[src/rtl/mem_access_stage_if.sv]
// Data-memory port of the memory-access stage.
// Request/grant/response protocol with variable latency.
//   master (stage)  : drives dm_req, dm_we, dm_addr, dm_wdata, dm_be
//   slave  (memory) : drives dm_gnt, dm_rvalid, dm_rdata
interface mem_access_stage_if;
   logic        dm_req;
   logic        dm_we;
   logic [31:0] dm_addr;
   logic [31:0] dm_wdata;
   logic [3:0]  dm_be;
   logic        dm_gnt;
   logic        dm_rvalid;
   logic [31:0] dm_rdata;

   modport master (
      output dm_req, dm_we, dm_addr, dm_wdata, dm_be,
      input  dm_gnt, dm_rvalid, dm_rdata
   );

   modport slave (
      input  dm_req, dm_we, dm_addr, dm_wdata, dm_be,
      output dm_gnt, dm_rvalid, dm_rdata
   );
endinterface

[src/rtl/mem_access_stage.sv]
// Memory-access stage of the RISC-V pipeline, between E/M and M/W.
// Turns load/store instructions into requests on the data-memory port,
// stalls upstream while a transfer is in flight, aborts with a bus error
// after TIMEOUT wait cycles, and forwards control fields to M/W.
// Ports:
//   clk, rst                 clock, async active-low reset
//   in_valid .. ecall_sig    instruction fields from E/M
//   stall, out_valid         pipeline control
//   dm_out                   load word shifted right by the byte offset
//   *_o                      forwarded fields (wb_en_o killed on errors)
//   misaligned, bus_err      one-cycle error pulses
//   dm                       data-memory port (master side)
//
// state | meaning
// IDLE  | accepting an instruction; non-memory/misaligned ops finish here
// REQ   | dm_req high, waiting for dm_gnt
// RESP  | load granted, waiting for dm_rvalid
// DONE  | transfer finished (or aborted), out_valid high for one cycle
module mem_access_stage #(
   parameter int TIMEOUT = 16
) (
   input  logic        clk,
   input  logic        rst,
   input  logic        in_valid,
   input  logic        is_load,
   input  logic        is_store,
   input  logic [2:0]  func3,
   input  logic [31:0] alu_out,
   input  logic [31:0] rs2_data,
   input  logic [4:0]  rd_index,
   input  logic        wb_en,
   input  logic        wb_sel,
   input  logic        ecall_sig,
   output logic        stall,
   output logic        out_valid,
   output logic [31:0] dm_out,
   output logic [31:0] alu_out_o,
   output logic [4:0]  rd_index_o,
   output logic [2:0]  func3_o,
   output logic        wb_en_o,
   output logic        wb_sel_o,
   output logic        ecall_sig_o,
   output logic        misaligned,
   output logic        bus_err,
   mem_access_stage_if.master dm
);
   localparam int CW = $clog2(TIMEOUT + 1);

   typedef enum logic [1:0] {IDLE, REQ, RESP, DONE} state_t;

   state_t        state, state_nxt;
   logic [CW-1:0] cnt, cnt_nxt, cnt_inc;
   logic          err_q, err_nxt;
   logic [31:0]   ld_q, ld_nxt;

   logic [1:0]    off;
   logic          is_mem, mis_c, mem_ok;
   logic [3:0]    be_c;
   logic [31:0]   wd_c;

   assign off     = alu_out[1:0];
   assign is_mem  = in_valid & (is_load | is_store);
   // H/HU need even addresses, W needs word alignment
   assign mis_c   = ((func3[1:0] == 2'b01) & off[0]) |
                    ((func3[1:0] == 2'b10) & (off != 2'b00));
   assign mem_ok  = is_mem & ~mis_c;
   assign cnt_inc = cnt + 1'b1;

   always_ff @(posedge clk or negedge rst) begin
      if (!rst) begin
         state <= IDLE;
         cnt   <= '0;
         err_q <= 1'b0;
         ld_q  <= '0;
      end else begin
         state <= state_nxt;
         cnt   <= cnt_nxt;
         err_q <= err_nxt;
         ld_q  <= ld_nxt;
      end
   end

   always_comb begin
      state_nxt = state;
      cnt_nxt   = cnt;
      err_nxt   = err_q;
      ld_nxt    = ld_q;
      unique case (state)
         IDLE: begin
            err_nxt = 1'b0;
            if (mem_ok) begin
               state_nxt = REQ;
               cnt_nxt   = '0;
            end
         end
         REQ: begin
            if (dm.dm_gnt) begin
               state_nxt = is_store ? DONE : RESP;
               cnt_nxt   = '0;
            end else if (cnt_inc == CW'(TIMEOUT)) begin
               state_nxt = DONE;
               err_nxt   = 1'b1;
               cnt_nxt   = '0;
            end else begin
               cnt_nxt = cnt_inc;
            end
         end
         RESP: begin
            if (dm.dm_rvalid) begin
               state_nxt = DONE;
               ld_nxt    = dm.dm_rdata >> {off, 3'b000};
            end else if (cnt_inc == CW'(TIMEOUT)) begin
               state_nxt = DONE;
               err_nxt   = 1'b1;
               cnt_nxt   = '0;
            end else begin
               cnt_nxt = cnt_inc;
            end
         end
         DONE: begin
            state_nxt = IDLE;
            err_nxt   = 1'b0;
         end
         default: state_nxt = IDLE;
      endcase
   end

   // store lane replication and byte enables; loads request no lanes
   always_comb begin
      be_c = 4'b0000;
      wd_c = '0;
      if (is_store) begin
         unique case (func3[1:0])
            2'b00: begin
               wd_c = {4{rs2_data[7:0]}};
               be_c = 4'b0001 << off;
            end
            2'b01: begin
               wd_c = {2{rs2_data[15:0]}};
               be_c = 4'b0011 << off;
            end
            default: begin
               wd_c = rs2_data;
               be_c = 4'b1111;
            end
         endcase
      end
   end

   // every output is forced low while reset is held, pass-throughs included
   assign stall       = rst & ((state == REQ) | (state == RESP) |
                               ((state == IDLE) & mem_ok));
   assign out_valid   = rst & ((state == DONE) |
                               ((state == IDLE) & in_valid & ~mem_ok));
   assign misaligned  = rst & (state == IDLE) & is_mem & mis_c;
   assign bus_err     = rst & (state == DONE) & err_q;
   assign wb_en_o     = rst & wb_en & ~misaligned & ~bus_err;
   assign dm_out      = (rst & ~(in_valid & is_store)) ? ld_q : '0;
   assign alu_out_o   = rst ? alu_out : '0;
   assign rd_index_o  = rst ? rd_index : '0;
   assign func3_o     = rst ? func3 : '0;
   assign wb_sel_o    = rst & wb_sel;
   assign ecall_sig_o = rst & ecall_sig;

   assign dm.dm_req   = rst & (state == REQ);
   assign dm.dm_we    = rst & (state == REQ) & is_store;
   assign dm.dm_addr  = rst ? {alu_out[31:2], 2'b00} : '0;
   assign dm.dm_wdata = rst ? wd_c : '0;
   assign dm.dm_be    = rst ? be_c : '0;
endmodule

[src/flat_wrapper.sv]
// flat-port wrapper written by rule: the top's interface ports become plain ports
module mem_access_stage_flat 
#(
   parameter int TIMEOUT = 16
)
  (clk, rst, in_valid, is_load, is_store, func3, alu_out, rs2_data, rd_index, wb_en, wb_sel, ecall_sig, stall, out_valid, dm_out, alu_out_o, rd_index_o, func3_o, wb_en_o, wb_sel_o, ecall_sig_o, misaligned, bus_err, dm_dm_req, dm_dm_we, dm_dm_addr, dm_dm_wdata, dm_dm_be, dm_dm_gnt, dm_dm_rvalid, dm_dm_rdata);
  mem_access_stage_if dm_i ();
  input  logic clk;
  input  logic rst;
  input  logic in_valid;
  input  logic is_load;
  input  logic is_store;
  input  logic [2:0] func3;
  input  logic [31:0] alu_out;
  input  logic [31:0] rs2_data;
  input  logic [4:0] rd_index;
  input  logic wb_en;
  input  logic wb_sel;
  input  logic ecall_sig;
  output logic stall;
  output logic out_valid;
  output logic [31:0] dm_out;
  output logic [31:0] alu_out_o;
  output logic [4:0] rd_index_o;
  output logic [2:0] func3_o;
  output logic wb_en_o;
  output logic wb_sel_o;
  output logic ecall_sig_o;
  output logic misaligned;
  output logic bus_err;
  output wire logic [$bits(dm_i.dm_req)-1:0] dm_dm_req;
  output wire logic [$bits(dm_i.dm_we)-1:0] dm_dm_we;
  output wire logic [$bits(dm_i.dm_addr)-1:0] dm_dm_addr;
  output wire logic [$bits(dm_i.dm_wdata)-1:0] dm_dm_wdata;
  output wire logic [$bits(dm_i.dm_be)-1:0] dm_dm_be;
  input wire logic [$bits(dm_i.dm_gnt)-1:0] dm_dm_gnt;
  input wire logic [$bits(dm_i.dm_rvalid)-1:0] dm_dm_rvalid;
  input wire logic [$bits(dm_i.dm_rdata)-1:0] dm_dm_rdata;
  assign dm_dm_req = dm_i.dm_req;
  assign dm_dm_we = dm_i.dm_we;
  assign dm_dm_addr = dm_i.dm_addr;
  assign dm_dm_wdata = dm_i.dm_wdata;
  assign dm_dm_be = dm_i.dm_be;
  assign dm_i.dm_gnt = dm_dm_gnt;
  assign dm_i.dm_rvalid = dm_dm_rvalid;
  assign dm_i.dm_rdata = dm_dm_rdata;
  mem_access_stage #(.TIMEOUT(TIMEOUT)) u_core (.clk(clk), .rst(rst), .in_valid(in_valid), .is_load(is_load), .is_store(is_store), .func3(func3), .alu_out(alu_out), .rs2_data(rs2_data), .rd_index(rd_index), .wb_en(wb_en), .wb_sel(wb_sel), .ecall_sig(ecall_sig), .stall(stall), .out_valid(out_valid), .dm_out(dm_out), .alu_out_o(alu_out_o), .rd_index_o(rd_index_o), .func3_o(func3_o), .wb_en_o(wb_en_o), .wb_sel_o(wb_sel_o), .ecall_sig_o(ecall_sig_o), .misaligned(misaligned), .bus_err(bus_err), .dm(dm_i));
endmodule
[config.mk]
export PLATFORM = sky130hd
export DESIGN_NAME = mem_access_stage_flat
export DESIGN_NICKNAME = d
export VERILOG_FILES = /design/src/rtl/mem_access_stage_if.sv /design/src/rtl/mem_access_stage.sv /design/src/flat_wrapper.sv
export SDC_FILE = /design/constraint.sdc
export NUM_CORES = 1
export LEC_CHECK = 0
export ABC_AREA = 1
export CORE_ASPECT_RATIO = 0.8
export CORE_MARGIN = 5
export CORE_UTILIZATION = 30
export DETAILED_ROUTE_END_ITERATION = 6
export PLACE_DENSITY = 0.75
export SLEW_MARGIN = 10
export SYNTH_ARGS = -nofsm -noshare
export SYNTH_HDL_FRONTEND = slang
export SYNTH_SLANG_ARGS = --single-unit
[constraint.sdc]
create_clock -name clk -period 1.4 [get_ports clk]
set_input_delay 0.28 -clock clk [delete_from_list [all_inputs] [get_ports clk]]
set_output_delay 0.28 -clock clk [all_outputs]
set_load 0.02 [all_outputs]
==> results of run 1 <==
## flip-flops by register name, indices dropped and copies added (netlist names)
| signal | flops |
|---|---|
| u_core.err_q | 1 |
| u_core.cnt | 5 |
| u_core.ld_q | 32 |
| u_core.state | 2 |
## per-stage QoR
stage | power (W) | TNS [ns]
3_5_place_dp | 0.00594 | -110.08
6_report | 0.00845 | -7.97
3_3_place_gp | 0.00583 | -105.87
5_1_grt | 0.00886 | -11.14
4_1_cts | 0.00793 | -8.34
2_1_floorplan | 0.00398 | -0.678
## logic make-up (layout without fill, tap and decap cells)
group / after synthesis / after routing / share of synthesized area [%]
DFF: 40 / 40 / 28.1
muxes: 15 / 15 / 4.22
and+or+nand+nor: 214 / 215 / 25.1
buffers and inverters: 167 / 469 / 22.4
other: 1 / 2 / 0.105
AOI/OAI and AO/OA: 87 / 87 / 17.9
adders and majority gates: 6 / 6 / 2.11
## final timing paths
path	startpoint	endpoint	depth (start not counted)
max	u_core.state[1]	wb_en_o	4
min	rst	u_core.ld_q[20]	2
max reg2reg	u_core.state[1]	u_core.ld_q[4]	9
min reg2reg	u_core.ld_q[10]	u_core.ld_q[10]	2
max in group asynchronous	rst	u_core.err_q	3
min in group clk	is_store	u_core.state[0]	3
## cell usage in the layout (no fill, tap or decap), drive strengths merged, types with 3 or more instances in the layout
cell type | Yosys | routed
nand3 | 12 | 13
mux2i | 15 | 15
o221ai | 13 | 13
clkdlybuf4s15 | 0 | 11
nor2 | 84 | 84
o22ai | 22 | 22
o31ai | 3 | 3
clkdlybuf4s50 | 0 | 83
nand2 | 111 | 111
o21ai | 28 | 28
a211oi | 3 | 3
clkbuf | 8 | 9
a21oi | 13 | 13
dfrtp | 40 | 40
buf | 50 | 227
inv | 108 | 110
dlygate4sd2 | 0 | 12
dlymetal6s2s | 0 | 11
a22oi | 3 | 3
ha | 6 | 6
nor3 | 3 | 3
## what timing repair did
item,4_1_cts,5_1_grt
hold buffers,2,0
gates cloned,7,1
buffers inserted,12,9
endpoints found under the hold margin,4,0
setup endpoints to repair,186,116
gates resized for setup,743,143
pin swaps,28,34
## metal layers
layer | vias up | wire length, um | global-route usage, %
li1 | 2240 | - | -
met1 | 2343 | 6850 | 27.0
met2 | 240 | 9760 | 42.4
met3 | 44 | 1160 | 4.72
met4 | 0 | 457 | 6.09
met5 | - | 0 | 0
## area by class of cell
class                           instances  area (um^2)
Fill cell                             963         4280
Clock inverter                          3         46.3
Multi-Input combinational cell        325         2370
Timing Repair inverter                  2         17.5
Timing Repair Buffer                  350         3070
Sequential cell                        40         1000
Clock buffer                            5          125
Tap cell                              148          185
Inverter                              109          462
## power breakdown
group / switching (W) / total, W / internal, W
Combinational: 0.00271 / 0.00524 / 0.00254
Sequential: 0.000257 / 0.00186 / 0.00161
Clock: 0.000493 / 0.00134 / 0.000847
## critical path, cell delays in order, from the launching register on
cell	delay, ns
sky130_fd_sc_hd__dfrtp_2	0.44
sky130_fd_sc_hd__ha_2	0.20
sky130_fd_sc_hd__and3_4	0.16
sky130_fd_sc_hd__nor3_2	0.18
sky130_fd_sc_hd__buf_4	0.16
==> out/metrics.csv, run 1 <==
metric;value;unit
run status;finished, violations left;
failing checks;negative hold slack, negative setup slack;
required time reported for the critical path endpoint;1.12;ns
sum of routed wire length over all layers;18200;um
number of nets in the layout;953;
number of clock sinks;40;
setup repair after global routing missed its margin;true;
Root Driver;sky130_fd_sc_hd__clkbuf_16;
area inside the core boundary;11600;um^2
finished layout cell area;7280;um^2
kind of critical path;reg -> out;
final hold slack;-0.00188;ns
Setup WS post-layout;-0.323;ns
post-detailed-route count of antenna-violating nets;0;
largest net degree at the start of global routing;32;
Initial Util;30.8;%
horizontal die dimension;132;um
Clock Latency Late Sink;0.29;ns
flip-flop and latch count after synthesis;40;
Avg Inst Size Synth;6.71;um^2
detailed-route DRC error count;0;
highest clock frequency the design can meet;580;MHz
number of top-level pins;263;
overflow left after global routing;0;
routed wirelength normalized by instance count;18.5;um
proportion of layout cells with a drive suffix above 1;45.6;%
slew at the pin closest to its max-slew limit;0.501;ns
die area;14100;um^2
arrival time worst endpoint;1.44;ns
# port buffers;260;
first-pass GRT wire length;26200;um
via density per instance;4.96;
number of vias in the routed layout;4867;
kind of end point of the critical path;output port;
placed inst area;6570;um^2
areal power density over the cells;1160;nW/um^2
die height;107;um
utilization of the core after routing;63.0;%
# Max-Cap Violations;0;
Inserted Clock Buffers;5;
type of origin of the critical path;flip-flop;
Max Slew Vio Count;0;
final instance count without filler cells;982;
worst-case headroom to the max-slew limit;65.7;%
Cell variety after synth;37;
cell with the most instances after synthesis;sky130_fd_sc_hd__nand2_1;
gate count of the mapped netlist;530;
synthesized cell area;3560;um^2
cells taking the most area after synthesis;sky130_fd_sc_hd__dfrtp_1 (28%), sky130_fd_sc_hd__nand2_1 (11%), sky130_fd_sc_hd__inv_1 (11%);
GRT Util Overall;22.9;%
number of enable flip-flop cells after synthesis;0;
number of placed cells counting well taps;948;
CTS tree;built;
share of the cycle needed by the critical path after routing;123;%
Initial DRT Pass Iterations;6;
antenna cells;0;
layout overhead on the synthesized area;105;%
final number of setup-violating endpoints;52;
Leak;3.86;nW
routability cong.;0.943;
maximum level of the CTS H-tree;2;
ys async rst share;100;%
area share of the largest cell type after synthesis;28.1;%
number of standard-cell rows in the floorplan;35;
yosys warns;0;
initial DRC count;355;
antenna violations before repair;0;
Period minus WS final;1.72;ns
maximum buffer depth of the clock tree;2;
number of global-route vias before repair;4893;
biggest fanout along the worst timing path;3;
share of synthesized area occupied by flip-flops and latches;28.1;%
predominant post-synthesis flop cell;sky130_fd_sc_hd__dfrtp_1;
slack of the worst reg-to-reg path;-0.23;ns
worst hold path class;in -> async;
IR drop worst, VDD;0.000551;V
cell types with the highest counts after synthesis;sky130_fd_sc_hd__nand2_1 (107), sky130_fd_sc_hd__inv_1 (102), sky130_fd_sc_hd__nor2_1 (81);
library cell with the largest summed area after synthesis;sky130_fd_sc_hd__dfrtp_1;
final setup skew;0.00695;ns
clock transition time at the flip-flop clock pins of the worst setup and hold paths;0.06;ns
DP Worst Slack;-1.11;ns
detailed-placement wirelength estimate;13100;um
Final Hold Fails;4;
Note: power is estimated with default switching activity, not from simulation.
==> inputs of run 2 (changes only) <==
Settings changed: ABC_AREA 1 to unset, ABC_CLOCK_PERIOD_IN_PS set to 1850, PLACE_DENSITY 0.75 to 0.73.
Clock period 1.4 ns to 1.85 ns, I/O delays scaled along.
==> run 2 against run 1 <==
Sequential share of layout area increased by 1.9 points. Synthesized cell count decreased by 16%. Non-clock buffer count decreased by 28. Final cell count is 12% lower. Largest power group unchanged. Sequential power fell by 24%. Utilization shrank 7.3 points. Combinational power is 46% lower. Setup slack better by 0.35 ns. Cell area fell by 12%. The run now ends clean. Clock power is 33% lower. First-iteration DRC count shrank 46%.
==> out/metrics.csv, run 2 <==
metric;value;unit;change
most frequent cells in the layout;sky130_fd_sc_hd__clkdlybuf4s50_1 (99), sky130_fd_sc_hd__buf_4 (73), sky130_fd_sc_hd__and2_1 (70);;
most frequent standard cell in the layout excluding fill and tap cells;sky130_fd_sc_hd__clkdlybuf4s50_1;;
detailed-placement wirelength estimate;13300;um;+2.1%
fill count;1116;;+16%
area share of the largest cell type after synthesis;28.7;%;+0.52 points
areal power density over the cells;803;nW/um^2;-31%
number of clock sinks;40;;unchanged
register with the most flip-flops;u_core.ld_q;;
Final Hold Fails;0;;-4
cells along the critical path;buf_4, buf_4, buf_12, and2_1, dlygate4sd2_1;;
initial DRC count;190;;-46%
Initial DRT Pass Iterations;4;;-2
biggest fanout along the worst timing path;12;;+9
area inside the core boundary;11500;um^2;-0.76%
highest clock frequency the design can meet;548;MHz;
worst hold path class;in -> async;;
aggregate negative setup slack;0;ns;+7.97 ns
part of the power in combinational logic;54.9;%;-7.2 points
Max Slew Vio Count;0;;unchanged
final setup skew;0.00286;ns;-0.00409 ns
die area;13900;um^2;-1.7%
kind of critical path;in -> out;;
required time reported for the critical path endpoint;1.48;ns;+0.36 ns
routability cong.;0.971;;+2.9%
cell with the most instances after synthesis;sky130_fd_sc_hd__and2_1;;
final instance count without filler cells;864;;-12%
antenna violations before repair;3;;+3
Cell variety after synth;40;;+8.1%
Worst path most repeated cell;sky130_fd_sc_hd__buf_4;;
Leak;3.24;nW;-16%
overflow left after global routing;0;;unchanged
Setup WS post-layout;0.0240;ns;+0.347 ns
crit-path leading delay family;buffers and inverters;;
run status;finished clean;;
registers with the most flip-flops;u_core.ld_q: 32 flops, u_core.cnt: 5 flops, u_core.state: 2 flops;;
total power after layout;0.00514;W;-39%
via density per instance;4.81;;-2.9%
Root Driver;sky130_fd_sc_hd__clkbuf_16;;
IR drop worst, VDD;0.000558;V;+1.2%
number of placed cells counting well taps;848;;-11%
portion of total power attributed to the clock network;17.5;%;+1.6 points
buffer and inverter count on the worst path;4;;+3
switching share of power;38.1;%;-2.8 points
final hold slack;0.113;ns;+0.115 ns
largest net degree at the start of global routing;33;;+3.1%
layout overhead on the synthesized area;83.1;%;
GRT Util Overall;22.3;%;-0.60 points
CP max stage delay;0.37;ns;-0.07 ns
CP max-delay cell;sky130_fd_sc_hd__dlygate4sd2_1;;
number of top-level pins;263;;unchanged
Period minus WS final;1.83;ns;
maximum level of the CTS H-tree;2;;unchanged
number of enable flip-flop cells after synthesis;0;;unchanged
horizontal die dimension;131;um;-0.85%
number of standard-cell rows in the floorplan;35;;unchanged
ys async rst share;100;%;unchanged
Flop pwr share;27.6;%;+5.5 points
number of nets in the layout;834;;-12%
type of origin of the critical path;primary input;;
sum of routed wire length over all layers;16400;um;-9.8%
kind of end point of the critical path;output port;;
number of flip-flops under the largest register name;32;;unchanged
number of global-route vias before repair;4072;;-17%
area taken by flip-flops and latches;1000;um^2;-0.25%
Avg Inst Size Synth;7.83;um^2;+17%
CTS tree;built;;
post-detailed-route count of antenna-violating nets;0;;unchanged
die height;106;um;-0.84%
maximum buffer depth of the clock tree;2;;unchanged
detailed-route DRC error count;0;;unchanged
arrival time worst endpoint;1.46;ns;+0.02 ns
routed wirelength normalized by instance count;19.0;um;+2.5%
area of the multi-input gates;2230;um^2;-5.9%
Clock Latency Late Sink;0.27;ns;-0.02 ns
number of vias in the routed layout;4159;;-15%
yosys warns;0;;unchanged
share of the cycle needed by the critical path after routing;98.7;%;
proportion of layout cells with a drive suffix above 1;26.3;%;-19 points
flip-flop and latch count after synthesis;40;;unchanged
library cell with the largest summed area after synthesis;sky130_fd_sc_hd__dfrtp_1;;
Inserted Clock Buffers;5;;unchanged
# Max-Cap Violations;0;;unchanged
synthesized cell area;3490;um^2;-1.8%
count of hold buffers inserted by post-cts repair;0;;-2
gate count of the mapped netlist;446;;-16%
cells taking the most area after synthesis;sky130_fd_sc_hd__dfrtp_1 (29%), sky130_fd_sc_hd__and2_1 (13%), sky130_fd_sc_hd__mux2i_1 (9.5%);;
share of synthesized area occupied by flip-flops and latches;28.7;%;+0.52 points
total net switching power;0.00196;W;-43%
final number of setup-violating endpoints;0;;-100%
cell types with the highest counts after synthesis;sky130_fd_sc_hd__and2_1 (75), sky130_fd_sc_hd__dfrtp_1 (40), sky130_fd_sc_hd__nor2_1 (40);;
DP Worst Slack;-0.838;ns;+0.274 ns
predominant post-synthesis flop cell;sky130_fd_sc_hd__dfrtp_1;;
# port buffers;260;;unchanged
Initial Util;30.4;%;-0.33 points
Cell Int Power;0.00318;W;-36%
setup repair after global routing missed its margin;true;;
first-pass GRT wire length;24100;um;-8.2%
clock transition time at the flip-flop clock pins of the worst setup and hold paths;0.06;ns;about the same
[run 2: cell count changes in the layout (fill, tap and decap cells not counted), sizes merged, moves of 13 or more]
cell / delta
dlygate4sd2: +57
inv: -103
o22ai: -22
clkdlybuf4s50: +16
o221ai: -13
nand2: -78
and2: +75
mux2i: +18
a21oi: +26
buf: -102
nor2: -44
[run 2: path summary, 6_finish.rpt]
path	startpoint	end	slack (ns)	depth (start not counted)
worst min-delay path	rst	u_core.err_q	0.11	2
min in group clk	u_core.ld_q[18]	u_core.ld_q[18]	0.48	2
max in group asynchronous	rst	u_core.ld_q[15]	1.12	3
worst max register to register	u_core.state[0]	u_core.cnt[3]	0.08	7
worst min register to register	u_core.ld_q[18]	u_core.ld_q[18]	0.48	2
worst max-delay path	rst	dm_dm_addr[13]	0.02	5
[run 2: repair_timing]
item                                    CTS  global route
resized for setup                       353            88
gates cloned                              1             0
pin swaps                                 8             9
buffers inserted                          2             6
endpoints found under the setup margin  148            88
[run 2: cell type report]
cell class	instances	area share, %
flip-flops and latches	40	15.7
multi-input cells	338	35.0
inverters	7	0.411
diodes	2	0.0783
clock buffers	7	2.39
well taps	148	2.90
repair buffers	322	43.6
[run 2: power groups by stage]
stage / logic (W) / registers (W) / clock network, W
2_1_floorplan: 0.00146 / 0.00135 / 0
3_3_place_gp: 0.00276 / 0.00139 / 0
3_5_place_dp: 0.00279 / 0.00141 / 0
4_1_cts: 0.00277 / 0.00140 / 0.000912
5_1_grt: 0.00305 / 0.00147 / 0.000947
6_report: 0.00282 / 0.00142 / 0.000899
[run 2: worst reg2reg max path, stage by stage (launching register included)]
cell                      delay [ns]
sky130_fd_sc_hd__dfrtp_1        0.42
sky130_fd_sc_hd__buf_4          0.14
sky130_fd_sc_hd__buf_4          0.10
sky130_fd_sc_hd__ha_4           0.15
sky130_fd_sc_hd__and2b_1        0.15
sky130_fd_sc_hd__o21ai_2        0.10
sky130_fd_sc_hd__or4b_1         0.50
sky130_fd_sc_hd__o21ai_1        0.13
[run 2: cells by family (layout without fill, tap and decap cells)]
logic type | count (synthesis) | count (layout) | synth area share [%]
other cells | 1 | 4 | 0.107
compound gates | 105 | 105 | 17.9
mux | 41 | 41 | 12.0
fa+ha+maj | 6 | 6 | 2.15
buf+inv | 69 | 336 | 11.1
flops | 40 | 40 | 28.7
xor+xnor | 1 | 1 | 0.251
simple gates | 183 | 183 | 27.7
[run 2: per-layer routing]
metal | GRT usage (%) | vias to the layer above | routed length, um
met5 | 0 | - | 13
met1 | 31.1 | 1994 | 7320
li1 | - | 2017 | -
met4 | 3.38 | 2 | 206
met2 | 36.6 | 128 | 8190
met3 | 4.07 | 18 | 692
[run 2: per-stage QoR]
| step | instance area, um^2 | util [%] |
|---|---|---|
| floorplan | 3500 | - |
| global placement | 6390 | 55.7 |
| detailed placement | 6390 | 55.7 |
| CTS | 6500 | 56.6 |
| global route | 6390 | 55.7 |
| finish | 6390 | 55.7 |
